<file path="src/rtl/mem_pkg.sv">
// mem_pkg: shared opcodes, funct3 encodings, FSM states and load formatting
package mem_pkg;
  localparam logic [6:0] OP_BRANCH = 7'b1100011;
  localparam logic [6:0] OP_JAL    = 7'b1101111;
  localparam logic [6:0] OP_JALR   = 7'b1100111;
  localparam logic [6:0] OP_LOAD   = 7'b0000011;
  localparam logic [6:0] OP_STORE  = 7'b0100011;
  localparam logic [2:0] F3_BEQ  = 3'b000;
  localparam logic [2:0] F3_BNE  = 3'b001;
  localparam logic [2:0] F3_BLT  = 3'b100;
  localparam logic [2:0] F3_BGE  = 3'b101;
  localparam logic [2:0] F3_BLTU = 3'b110;
  localparam logic [2:0] F3_BGEU = 3'b111;
  localparam logic [1:0] SZ_B = 2'd0;
  localparam logic [1:0] SZ_H = 2'd1;
  localparam logic [1:0] SZ_W = 2'd2;
  localparam logic [1:0] SZ_D = 2'd3;
  typedef logic [1:0] state_t;
  localparam state_t IDLE = 2'd0;
  localparam state_t WAIT = 2'd1;
  localparam state_t HOLD = 2'd2;
  function automatic logic [63:0] ld_fmt(input logic [63:0] w, input logic [1:0] sz, input logic uns);
    ld_fmt = sz == SZ_B ? {{56{~uns & w[7]}}, w[7:0]} :
             sz == SZ_H ? {{48{~uns & w[15]}}, w[15:0]} :
             sz == SZ_W ? {{32{~uns & w[31]}}, w[31:0]} : w;
  endfunction
endpackage

</file>
<file path="src/rtl/lsu_align.sv">
// lsu_align: byte-lane steering, strobes, load extension and misalignment check
module lsu_align import mem_pkg::*; #(
  parameter int XLEN = 64
) (
  input  logic [XLEN-1:0]   addr,
  input  logic [XLEN-1:0]   sdata,
  input  logic [XLEN-1:0]   rdata,
  input  logic [1:0]        size,
  input  logic              uns,
  output logic [XLEN/8-1:0] wstrb,
  output logic [XLEN-1:0]   wdata,
  output logic [XLEN-1:0]   ldata,
  output logic              misaligned
);
  localparam int NB = XLEN / 8;
  localparam int OW = $clog2(NB);
  logic [OW-1:0] off;
  logic [OW+2:0] sh;
  logic [7:0] mask;
  logic [XLEN-1:0] lane;
  // shift store data up to its lane and the addressed load lane down to bit 0
  always_comb begin
    off = addr[OW-1:0];
    sh = {off, 3'b000};
    mask = size == SZ_B ? 8'h01 : size == SZ_H ? 8'h03 : size == SZ_W ? 8'h0F : 8'hFF;
    wstrb = mask[NB-1:0] << off;
    wdata = sdata << sh;
    lane = rdata >> sh;
    ldata = XLEN'(ld_fmt(64'(lane), size, uns));
    misaligned = (size == SZ_H & addr[0]) | (size == SZ_W & |addr[1:0]) |
                 (size == SZ_D & ((XLEN == 32) | |addr[2:0]));
  end
endmodule

</file>
<file path="src/rtl/mem_stage_lsu.sv">
// mem_stage_lsu: MEM stage with branch resolve, data-memory LSU and MEM/WB latch; MEM_STAGE_PERF_EN adds counters
module mem_stage_lsu import mem_pkg::*; #(
  parameter int          XLEN      = 64,
  parameter logic [63:0] DMEM_BASE = 64'h0000_0000_8000_0000,
  parameter logic [63:0] DMEM_SIZE = 64'h0000_0000_0001_0000,
  parameter int          REG_W     = 5
) (
  input  logic              CLK,
  input  logic              RESET,
  input  logic              WB_STALL,
  input  logic              MEM_V,
  input  logic [6:0]        MEM_OPCODE,
  input  logic [2:0]        MEM_FUNCT3,
  input  logic [XLEN-1:0]   MEM_NPC,
  input  logic [XLEN-1:0]   MEM_CSRFD,
  input  logic [XLEN-1:0]   MEM_ALU_RESULT,
  input  logic [XLEN-1:0]   MEM_SR1,
  input  logic [XLEN-1:0]   MEM_SR2,
  input  logic [XLEN-1:0]   MEM_RFD,
  input  logic [REG_W-1:0]  MEM_DRID,
  input  logic              MEM_ECALL,
  output logic              DMEM_REQ,
  output logic              DMEM_WE,
  output logic [XLEN-1:0]   DMEM_ADDR,
  output logic [XLEN-1:0]   DMEM_WDATA,
  output logic [XLEN/8-1:0] DMEM_WSTRB,
  input  logic              DMEM_READY,
  input  logic              DMEM_RVALID,
  input  logic [XLEN-1:0]   DMEM_RDATA,
  output logic              MEM_PC_MUX,
  output logic              MEM_STALL,
  output logic              MEM_LAM,
  output logic              MEM_LAF,
  output logic              MEM_SAM,
  output logic              MEM_SAF,
  output logic [XLEN-1:0]   WB_NPC,
  output logic [XLEN-1:0]   WB_CSRFD,
  output logic [XLEN-1:0]   WB_ALU_RESULT,
  output logic [XLEN-1:0]   WB_MEM_RESULT,
  output logic [XLEN-1:0]   WB_RFD,
  output logic              WB_PC_MUX,
  output logic              WB_V,
  output logic              WB_ECALL,
`ifdef MEM_STAGE_PERF_EN
  output logic [63:0]       PERF_LOADS,
  output logic [63:0]       PERF_STORES,
  output logic [63:0]       PERF_STALLS,
`endif
  output logic [REG_W-1:0]  WB_DRID
);
  localparam int OW = $clog2(XLEN / 8);
  state_t state, state_nx;
  logic is_load, is_store, memop, taken, mis, fault, flag, retire;
  logic [63:0] a64, rel;
  logic [XLEN-1:0] ldata, hold_data, res;
  lsu_align #(.XLEN(XLEN)) u_align (
    .addr(MEM_ALU_RESULT),
    .sdata(MEM_SR2),
    .rdata(DMEM_RDATA),
    .size(MEM_FUNCT3[1:0]),
    .uns(MEM_FUNCT3[2]),
    .wstrb(DMEM_WSTRB),
    .wdata(DMEM_WDATA),
    .ldata(ldata),
    .misaligned(mis)
  );
  // decode, redirect, fault classification and handshake control
  always_comb begin
    is_load = MEM_OPCODE == OP_LOAD;
    is_store = MEM_OPCODE == OP_STORE;
    memop = is_load | is_store;
    taken = MEM_OPCODE == OP_JAL | MEM_OPCODE == OP_JALR | (MEM_OPCODE == OP_BRANCH & (
      MEM_FUNCT3 == F3_BEQ  ? MEM_SR1 == MEM_SR2 :
      MEM_FUNCT3 == F3_BNE  ? MEM_SR1 != MEM_SR2 :
      MEM_FUNCT3 == F3_BLT  ? $signed(MEM_SR1) < $signed(MEM_SR2) :
      MEM_FUNCT3 == F3_BGE  ? $signed(MEM_SR1) >= $signed(MEM_SR2) :
      MEM_FUNCT3 == F3_BLTU ? MEM_SR1 < MEM_SR2 :
      MEM_FUNCT3 == F3_BGEU ? MEM_SR1 >= MEM_SR2 : 1'b0));
    a64 = 64'(MEM_ALU_RESULT);
    rel = a64 - DMEM_BASE;
    fault = memop & ~mis & (a64 < DMEM_BASE | rel >= DMEM_SIZE);
    flag = (memop & mis) | fault;
    MEM_PC_MUX = MEM_V & taken;
    MEM_LAM = MEM_V & is_load & mis;
    MEM_LAF = MEM_V & is_load & fault;
    MEM_SAM = MEM_V & is_store & mis;
    MEM_SAF = MEM_V & is_store & fault;
    DMEM_REQ = ~RESET & MEM_V & memop & ~flag & state == IDLE;
    DMEM_WE = is_store;
    DMEM_ADDR = {MEM_ALU_RESULT[XLEN-1:OW], {OW{1'b0}}};
    retire = MEM_V & ~WB_STALL & (~memop | flag | state == HOLD | (state == WAIT & DMEM_RVALID));
    MEM_STALL = MEM_V & ~retire;
    res = state == HOLD ? hold_data : (is_load & ~flag) ? ldata : '0;
    state_nx = state == IDLE ? (DMEM_REQ & DMEM_READY ? WAIT : IDLE) :
               state == WAIT ? (DMEM_RVALID ? (WB_STALL ? HOLD : IDLE) : WAIT) :
               WB_STALL ? HOLD : IDLE;
  end
  // access FSM and buffer for a response that arrives while writeback is stalled
  always_ff @(posedge CLK) begin
    if (RESET) begin
      state <= IDLE;
      hold_data <= '0;
    end else begin
      state <= state_nx;
      if (state == WAIT & DMEM_RVALID & WB_STALL) hold_data <= res;
    end
  end
  // MEM/WB latch: load on retire, bubble when writeback is free, otherwise hold
  always_ff @(posedge CLK) begin
    if (RESET) begin
      WB_NPC <= '0;
      WB_CSRFD <= '0;
      WB_ALU_RESULT <= '0;
      WB_MEM_RESULT <= '0;
      WB_RFD <= '0;
      WB_PC_MUX <= 1'b0;
      WB_V <= 1'b0;
      WB_ECALL <= 1'b0;
      WB_DRID <= '0;
    end else if (retire) begin
      WB_NPC <= MEM_NPC;
      WB_CSRFD <= MEM_CSRFD;
      WB_ALU_RESULT <= MEM_ALU_RESULT;
      WB_MEM_RESULT <= res;
      WB_RFD <= MEM_RFD;
      WB_PC_MUX <= MEM_PC_MUX;
      WB_V <= 1'b1;
      WB_ECALL <= MEM_ECALL;
      WB_DRID <= MEM_DRID;
    end else if (~WB_STALL) begin
      WB_V <= 1'b0;
    end
  end
`ifdef MEM_STAGE_PERF_EN
  // retired-access and stall-cycle counters
  always_ff @(posedge CLK) begin
    if (RESET) begin
      PERF_LOADS <= '0;
      PERF_STORES <= '0;
      PERF_STALLS <= '0;
    end else begin
      PERF_LOADS <= PERF_LOADS + 64'(retire & is_load & ~flag);
      PERF_STORES <= PERF_STORES + 64'(retire & is_store & ~flag);
      PERF_STALLS <= PERF_STALLS + 64'(MEM_STALL);
    end
  end
`endif
endmodule
</file>
<file path="config.mk">
export PLATFORM = sky130hd
export DESIGN_NAME = mem_stage_lsu
export DESIGN_NICKNAME = d
export VERILOG_FILES = /design/src/rtl/mem_pkg.sv /design/src/rtl/lsu_align.sv /design/src/rtl/mem_stage_lsu.sv
export SDC_FILE = /design/constraint.sdc
export NUM_CORES = 1
export LEC_CHECK = 0
export CORE_AREA = 10 10 363 365
export DETAILED_ROUTE_END_ITERATION = 16
export DIE_AREA = 0 0 373 375
export PLACE_DENSITY = 0.37
export SLEW_MARGIN = 20
export SYNTH_ARGS = -nofsm -noshare
export SYNTH_HDL_FRONTEND = slang
export SYNTH_HIERARCHICAL = 1
export SYNTH_SLANG_ARGS = --single-unit
export TNS_END_PERCENT = 10
</file>
<file path="constraint.sdc">
create_clock -name CLK -period 4.2 [get_ports CLK]
set_clock_uncertainty 0.05 [all_clocks]
set_input_delay 0.63 -clock CLK [delete_from_list [all_inputs] [get_ports CLK]]
set_output_delay 0.63 -clock CLK [all_outputs]
set_load 0.01 [all_outputs]
</file>
# Yosys cells after proc, flatten, opt, wreduce, memory -nomap -nowiden
# Index checks and enable logic that the tools add are counted.
dict set report totals {
  regBits 394
  latchBits 0
  ramBits 0
  romBits 0
  inputBits 470
  out_inout_bits 472
  elab_cells 110
  n_memories 0
}
dict set report classes {
  addsub 1
  n_mul 0
  div_mod_pow 0
  order_cmp 6
  n_eq_ne 18
  n_shift 3
  mux 21
  bitwise_logic 45
  reduce_logical 5
}
# cell n
set ops {}
lappend ops {{64-bit two-way mux} 5}
lappend ops {{64-bit greater-or-equal comparator} 2}
lappend ops {{64-bit less-than comparator} 2}
lappend ops {{64-bit equality test} 1}
lappend ops {{64-bit by 17-bit greater-or-equal comparator with 1-bit output (second input constant)} 1}
lappend ops {{64-bit by 32-bit less-than comparator with 1-bit output (second input constant)} 1}
lappend ops {{64-bit != test} 1}
lappend ops {{64-bit by 6-bit left shift with 64-bit output} 1}
lappend ops {{64-bit by 6-bit right shift with 64-bit output} 1}
lappend ops {{64-bit by 32-bit subtractor with 64-bit output (second input constant)} 1}
lappend ops {{1-bit AND} 28}
lappend ops {{8-bit two-way mux} 3}
lappend ops {{7-bit equality test (second input constant)} 3}
lappend ops {{3-bit equality test (second input constant)} 4}
lappend ops {{1-bit OR} 10}
lappend ops {{1-bit two-way mux} 9}
lappend ops {{2-bit two-way mux} 4}
lappend ops {{8-bit by 3-bit left shift with 8-bit output} 1}
lappend ops {{7-bit by 2-bit equality test with 1-bit output (second input constant)} 1}
lappend ops {{7-bit by 6-bit equality test with 1-bit output (second input constant)} 1}
lappend ops {{1-bit NOT} 7}
lappend ops {{2-bit equality test (second input constant)} 3}
lappend ops {{2-bit by 1-bit equality test with 1-bit output (second input constant)} 2}
lappend ops {{2-bit logical NOT} 2}
lappend ops {{5 further kinds} 5}

# Depth between registers and ports, before layout
dict set report logic_depth {
  depth_word 14
  mapped_depth 14
}

# Hierarchy
# Netlist, hierarchy kept.
# mod n_inst cells_per_inst area_per_inst_um2 seq_area_each_um2
set by_module_without_submodules {}
lappend by_module_without_submodules {mem_stage_lsu 1 2199 17212.8 7887.6}
lappend by_module_without_submodules {lsu_align 1 618 4680.7 0.0}

# Least setup slack after synthesis
# OpenSTA, ideal clock, no wires.
dict set report synth_timing {
  path_kind {in2out}
  startpoint {input port MEM_ALU_RESULT[45]}
  endpoint {output port MEM_STALL}
  t_arrival_ns 3.132
  setup_slack_ns 0.388
  stages 10
  path_cell_list {or4_1 buf_2 or4_1 nor3_2 o221ai_2 a2111oi_4 a21o_1 buf_2 buf_2 and2_1}
}
dict set report synth_between {
  elab_chain_len 11
  word_cells_on_any_way 12
  classes_between {add/sub: 1; order compare: 2; bitwise: 9}
}
# element line_no
set synth_rtl {}
lappend synth_rtl {{start, declared} mem_stage_lsu.sv:16} ;# input logic [XLEN-1:0] MEM_ALU_RESULT,
lappend synth_rtl {{64-bit by 32-bit subtractor with 64-bit output} mem_stage_lsu.sv:80} ;# rel = a64 - DMEM_BASE;
lappend synth_rtl {{64-bit by 17-bit greater-or-equal comparator with 1-bit output} mem_stage_lsu.sv:81} ;# fault = memop & ~mis & (a64 < DMEM_BASE | rel >= DMEM_SIZE);
lappend synth_rtl {{1-bit OR *} mem_stage_lsu.sv:81}
lappend synth_rtl {{1-bit AND *} mem_stage_lsu.sv:81}
lappend synth_rtl {{1-bit OR *} mem_stage_lsu.sv:82} ;# flag = (memop & mis) | fault;
lappend synth_rtl {{1-bit OR * (3 in series)} mem_stage_lsu.sv:91} ;# retire = MEM_V & ~WB_STALL & (~memop | flag | state == HOLD | (state == WAIT & DMEM_RVALID));
lappend synth_rtl {{1-bit AND *} mem_stage_lsu.sv:91}
lappend synth_rtl {{1-bit NOT *} mem_stage_lsu.sv:92} ;# MEM_STALL = MEM_V & ~retire;
lappend synth_rtl {{1-bit AND *} mem_stage_lsu.sv:92}
lappend synth_rtl {{end, declared} mem_stage_lsu.sv:31} ;# output logic MEM_STALL,
# Mark *: on every way between the ends. The rest lies on a longest branch, timed or not.

# Worst setup path after layout
dict set report layout_timing {
  startpoint {input port MEM_SR1[48]}
  endpoint {output port MEM_PC_MUX}
}
dict set report layout_between {
  elab_chain_len 10
  word_cells_on_any_way 15
  classes_between {order compare: 4; eq/ne: 2; mux: 6; bitwise: 3}
}
# element line_no
set layout_rtl {}
lappend layout_rtl {{start, declared} mem_stage_lsu.sv:17} ;# input logic [XLEN-1:0] MEM_SR1,
lappend layout_rtl {{64-bit greater-or-equal comparator} mem_stage_lsu.sv:78} ;# MEM_FUNCT3 == F3_BGEU ? MEM_SR1 >= MEM_SR2 : 1'b0));
lappend layout_rtl {{1-bit two-way mux} mem_stage_lsu.sv:78}
lappend layout_rtl {{1-bit two-way mux} mem_stage_lsu.sv:77} ;# MEM_FUNCT3 == F3_BLTU ? MEM_SR1 < MEM_SR2 :
lappend layout_rtl {{1-bit two-way mux} mem_stage_lsu.sv:76} ;# MEM_FUNCT3 == F3_BGE ? $signed(MEM_SR1) >= $signed(MEM_SR2) :
lappend layout_rtl {{1-bit two-way mux} mem_stage_lsu.sv:75} ;# MEM_FUNCT3 == F3_BLT ? $signed(MEM_SR1) < $signed(MEM_SR2) :
lappend layout_rtl {{1-bit two-way mux} mem_stage_lsu.sv:74} ;# MEM_FUNCT3 == F3_BNE ? MEM_SR1 != MEM_SR2 :
lappend layout_rtl {{1-bit two-way mux *} mem_stage_lsu.sv:73} ;# MEM_FUNCT3 == F3_BEQ ? MEM_SR1 == MEM_SR2 :
lappend layout_rtl {{1-bit AND *} mem_stage_lsu.sv:72} ;# taken = MEM_OPCODE == OP_JAL | MEM_OPCODE == OP_JALR | (MEM_OPCODE == OP_BRANCH & (
lappend layout_rtl {{1-bit OR *} mem_stage_lsu.sv:72}
lappend layout_rtl {{1-bit AND *} mem_stage_lsu.sv:83} ;# MEM_PC_MUX = MEM_V & taken;
lappend layout_rtl {{end, declared} mem_stage_lsu.sv:30} ;# output logic MEM_PC_MUX,
# Marks and branches as above.

==> run metrics <==
CP Class=input pin to output port; count leader, synth=nand2_1; Max stage delay on crit path=480 ps; Cells on Worst Hold Path=2; reg2reg setup slack=1800 ps; metal3 WL=9840 um; crit path max fanout=3; Die Wd=373 um; vias per cell=4.33; unique cell type count in the Yosys netlist=71; Synth Flop Type=dfxtp_1; post-DP HPWL=109000 um; Syn Inst Count=2817; Tot GR Track Use=18.3%; DP Area=34100 um^2; area of the multi-input gates=12800 um^2; Cells after DPL=5364; first-pass GRT wire length=187000 um; clock transition at the registers of the reported paths=60 ps; Worst R2R Start=state[1]$_SDFF_PP0_; Worst Tran Pin Value=926 ps; CP top delay family=compound AO/OA/AOI/OAI gates; Worst setup SP type=input pin; Final Max Tran Viols=0; CTS tree=yes; Synth area leader=dfxtp_1; Site Rows=130; Top Layer Used=met5; Synth Register Bits=394; maxcap violations=0; Leak=13.8 nW; worst path bufs/invs=4; Die Ht=375 um; PortBufs=938; Layout area overhead=67.0%; vias in the first global route=23500; endpoint type of the worst setup path=output port; top cell type's share of synthesized area=36.0%; Hold Path End=WB_DRID[4]$_SDFFE_PP0P_; number of synthesized flops with an enable pin=0; total gr overflow=0; top post-synthesis cells by area=dfxtp_1 (36%), nand2_1 (12%), a21oi_1 (11%), mux2i_1 (6.2%), ha_1 (3.7%); DP Worst Slack=-993 ps; WL/cell=24.8 um; H-tree levels=2; hold path start=RESET; CTS Hold Buffers Added=0; drt total wl=136000 um; Mapped Area=21900 um^2; Arrival @ worst endpoint=3500 ps; top cells by count, synth=nand2_1 (706), a21oi_1 (464), dfxtp_1 (394), nor2_1 (160), mux2i_1 (135); crit path cell chain=clkdlybuf4s50_1 -> ha_2 -> a21oi_2 -> o21ai_2 -> a221o_1 -> a2111o_1 -> a31oi_2 -> nand4_1 -> buf_4 -> mux2_2 -> nand4_1 -> buf_4 -> nand2_2 -> buf_6; Worst Path Required=3520 ps; power per cell area=315 nW/um^2; Post-layout nets=4314; Worst R2R Path Depth=8; final instance area=36600 um^2; met2 wire length=64100 um; Max Clk Rate=239 MHz; synth warn=6; Max Root-Sink Buffers=3; Min-Delay Path Class=input pin to flop; initial antenna violation count=28; # IOs=942; core area=125000 um^2; Post-Route M1 WL=58800 um; endpoints failing hold=0; Synth async-reset ratio=0%; Routed Antenna Nets=0; Reg2Reg Capture Point=WB_MEM_RESULT[35]$_SDFFE_PP0P_; final period utilization=99.5%; Fill cells=13400; layout cell share with drive strength beyond 1=15.7%; final setup vio count=0; Final Core Density=29.3%; relative slew slack=37.9%; register area share after synthesis=36.0%; DRT iter0 DRCs=1464; global placement routability congestion=0.873; status=finished, final reports clean; drt pass-1 iters=5; RSZ-0062 raised after global routing=yes; PnR worst setup slack=21.1 ps; clock root buffer master=clkbuf_16; Sink Count=394; Starting Density=17.5%; slowest stage cell, crit path=a2111o_1; Avg Inst Size Synth=7.77 um^2; Worst-Skew Late Latency=630 ps; total number of vias=23700; Post-route DRC=0; full die area=140000 um^2; Num CTS Buffers=54; largest net degree at the start of global routing=143; VDD IR max=0.285 mV; register area=7890 um^2; final non-filler cell total=5487; Fin Hold WS=351 ps; min Tclk post-route=4180 ps
## state kept, by name (all words and copies together), names as in the netlist, 2 cells and up
name / count
WB_DRID: 5
WB_NPC: 64
WB_MEM_RESULT: 64
WB_RFD: 64
state: 2
WB_CSRFD: 64
WB_ALU_RESULT: 64
hold_data: 64
## what timing repair did
item / CTS / global route
buffers inserted: 2 / 7
pin swaps: 23 / 29
setup endpoints to repair: 277 / 5
gates resized for setup: 84 / 73
## worst max-delay path by stage
stage | startpoint | to | slack [ps] | cells past startpoint
3_3_place_gp | MEM_ALU_RESULT[22] | MEM_STALL | -970 | 11
5_1_grt | MEM_SR1[48] | MEM_PC_MUX | -70 | 14
6_report | MEM_SR1[48] | MEM_PC_MUX | 20 | 14
4_1_cts | MEM_ALU_RESULT[38] | MEM_STALL | -7 | 12
3_5_place_dp | MEM_ALU_RESULT[22] | MEM_STALL | -990 | 11
2_1_floorplan | MEM_ALU_RESULT[45] | MEM_STALL | 390 | 10
## stage by stage
| step | setup TNS, ps | power (W) |
|---|---|---|
| 2_1_floorplan | 0 | 0.00513 |
| 3_3_place_gp | -284880 | 0.00680 |
| 3_5_place_dp | -293560 | 0.00678 |
| 4_1_cts | -11.3 | 0.0117 |
| 5_1_grt | -172 | 0.0121 |
| 6_report | 0 | 0.0115 |
## cell usage in the layout (no fill, tap or decap), drive strengths merged, types with 26 or more instances in the layout
cell type	n
clkbuf	74
a211oi	66
nor3	26
buf	272
a21oi	464
dfxtp	394
mux2	36
a22oi	27
clkdlybuf4s50	884
inv	74
nand3	81
nor2	160
ha	65
nand2	707
o21ai	42
mux2i	135
o211ai	50
## power by group
| group | internal (W) | total, W | leakage (nW) | switching, W |
|---|---|---|---|---|
| clock network | 0.00287 | 0.00479 | 0.892 | 0.00192 |
| registers | 0.00389 | 0.00398 | 3.22 | 0.0000844 |
| logic | 0.00135 | 0.00276 | 9.72 | 0.00141 |
| total | 0.00811 | 0.0115 | 13.8 | 0.00341 |
## worst register-to-register path, delay by kind of cell, from the launching register on
kind | cells | cell delay [ps]
buffers and inverters | 3 | 800
and+or+nand+nor | 2 | 490
AOI/OAI and AO/OA | 3 | 610
DFF | 1 | 380
## cell families (layout without fill, tap and decap cells)
kind of cell	after synthesis	in the layout	synth area share [%]
adder cells (fa/ha/maj)	65	65	3.71
buffers and inverters	371	1372	8.42
flip-flops	394	394	36.0
XOR/XNOR	1	1	0.0400
multiplexers	188	188	9.77
AO/OA/AOI/OAI	722	722	21.4
other	1	20	0.0171
AND/OR/NAND/NOR	1075	1075	20.6
## layer usage
| layer | vias to the layer above | track usage, % |
|---|---|---|
| met3 | 133 | 5.30 |
| met5 | - | 0 |
| met4 | 6 | 5.17 |
| met2 | 715 | 30.0 |
| li1 | 11600 | - |
| met1 | 11300 | 23.2 |
## area by class of cell
class,instances,share of cell area (%)
clock buffers,73,4.11
clock inverters,24,0.842
flip-flops and latches,394,21.6
diodes,17,0.116
well taps,1650,5.65
inverters,73,0.749
multi-input cells,2054,34.9
repair buffers,1202,32.1
Power figures use the tool's default switching activity.
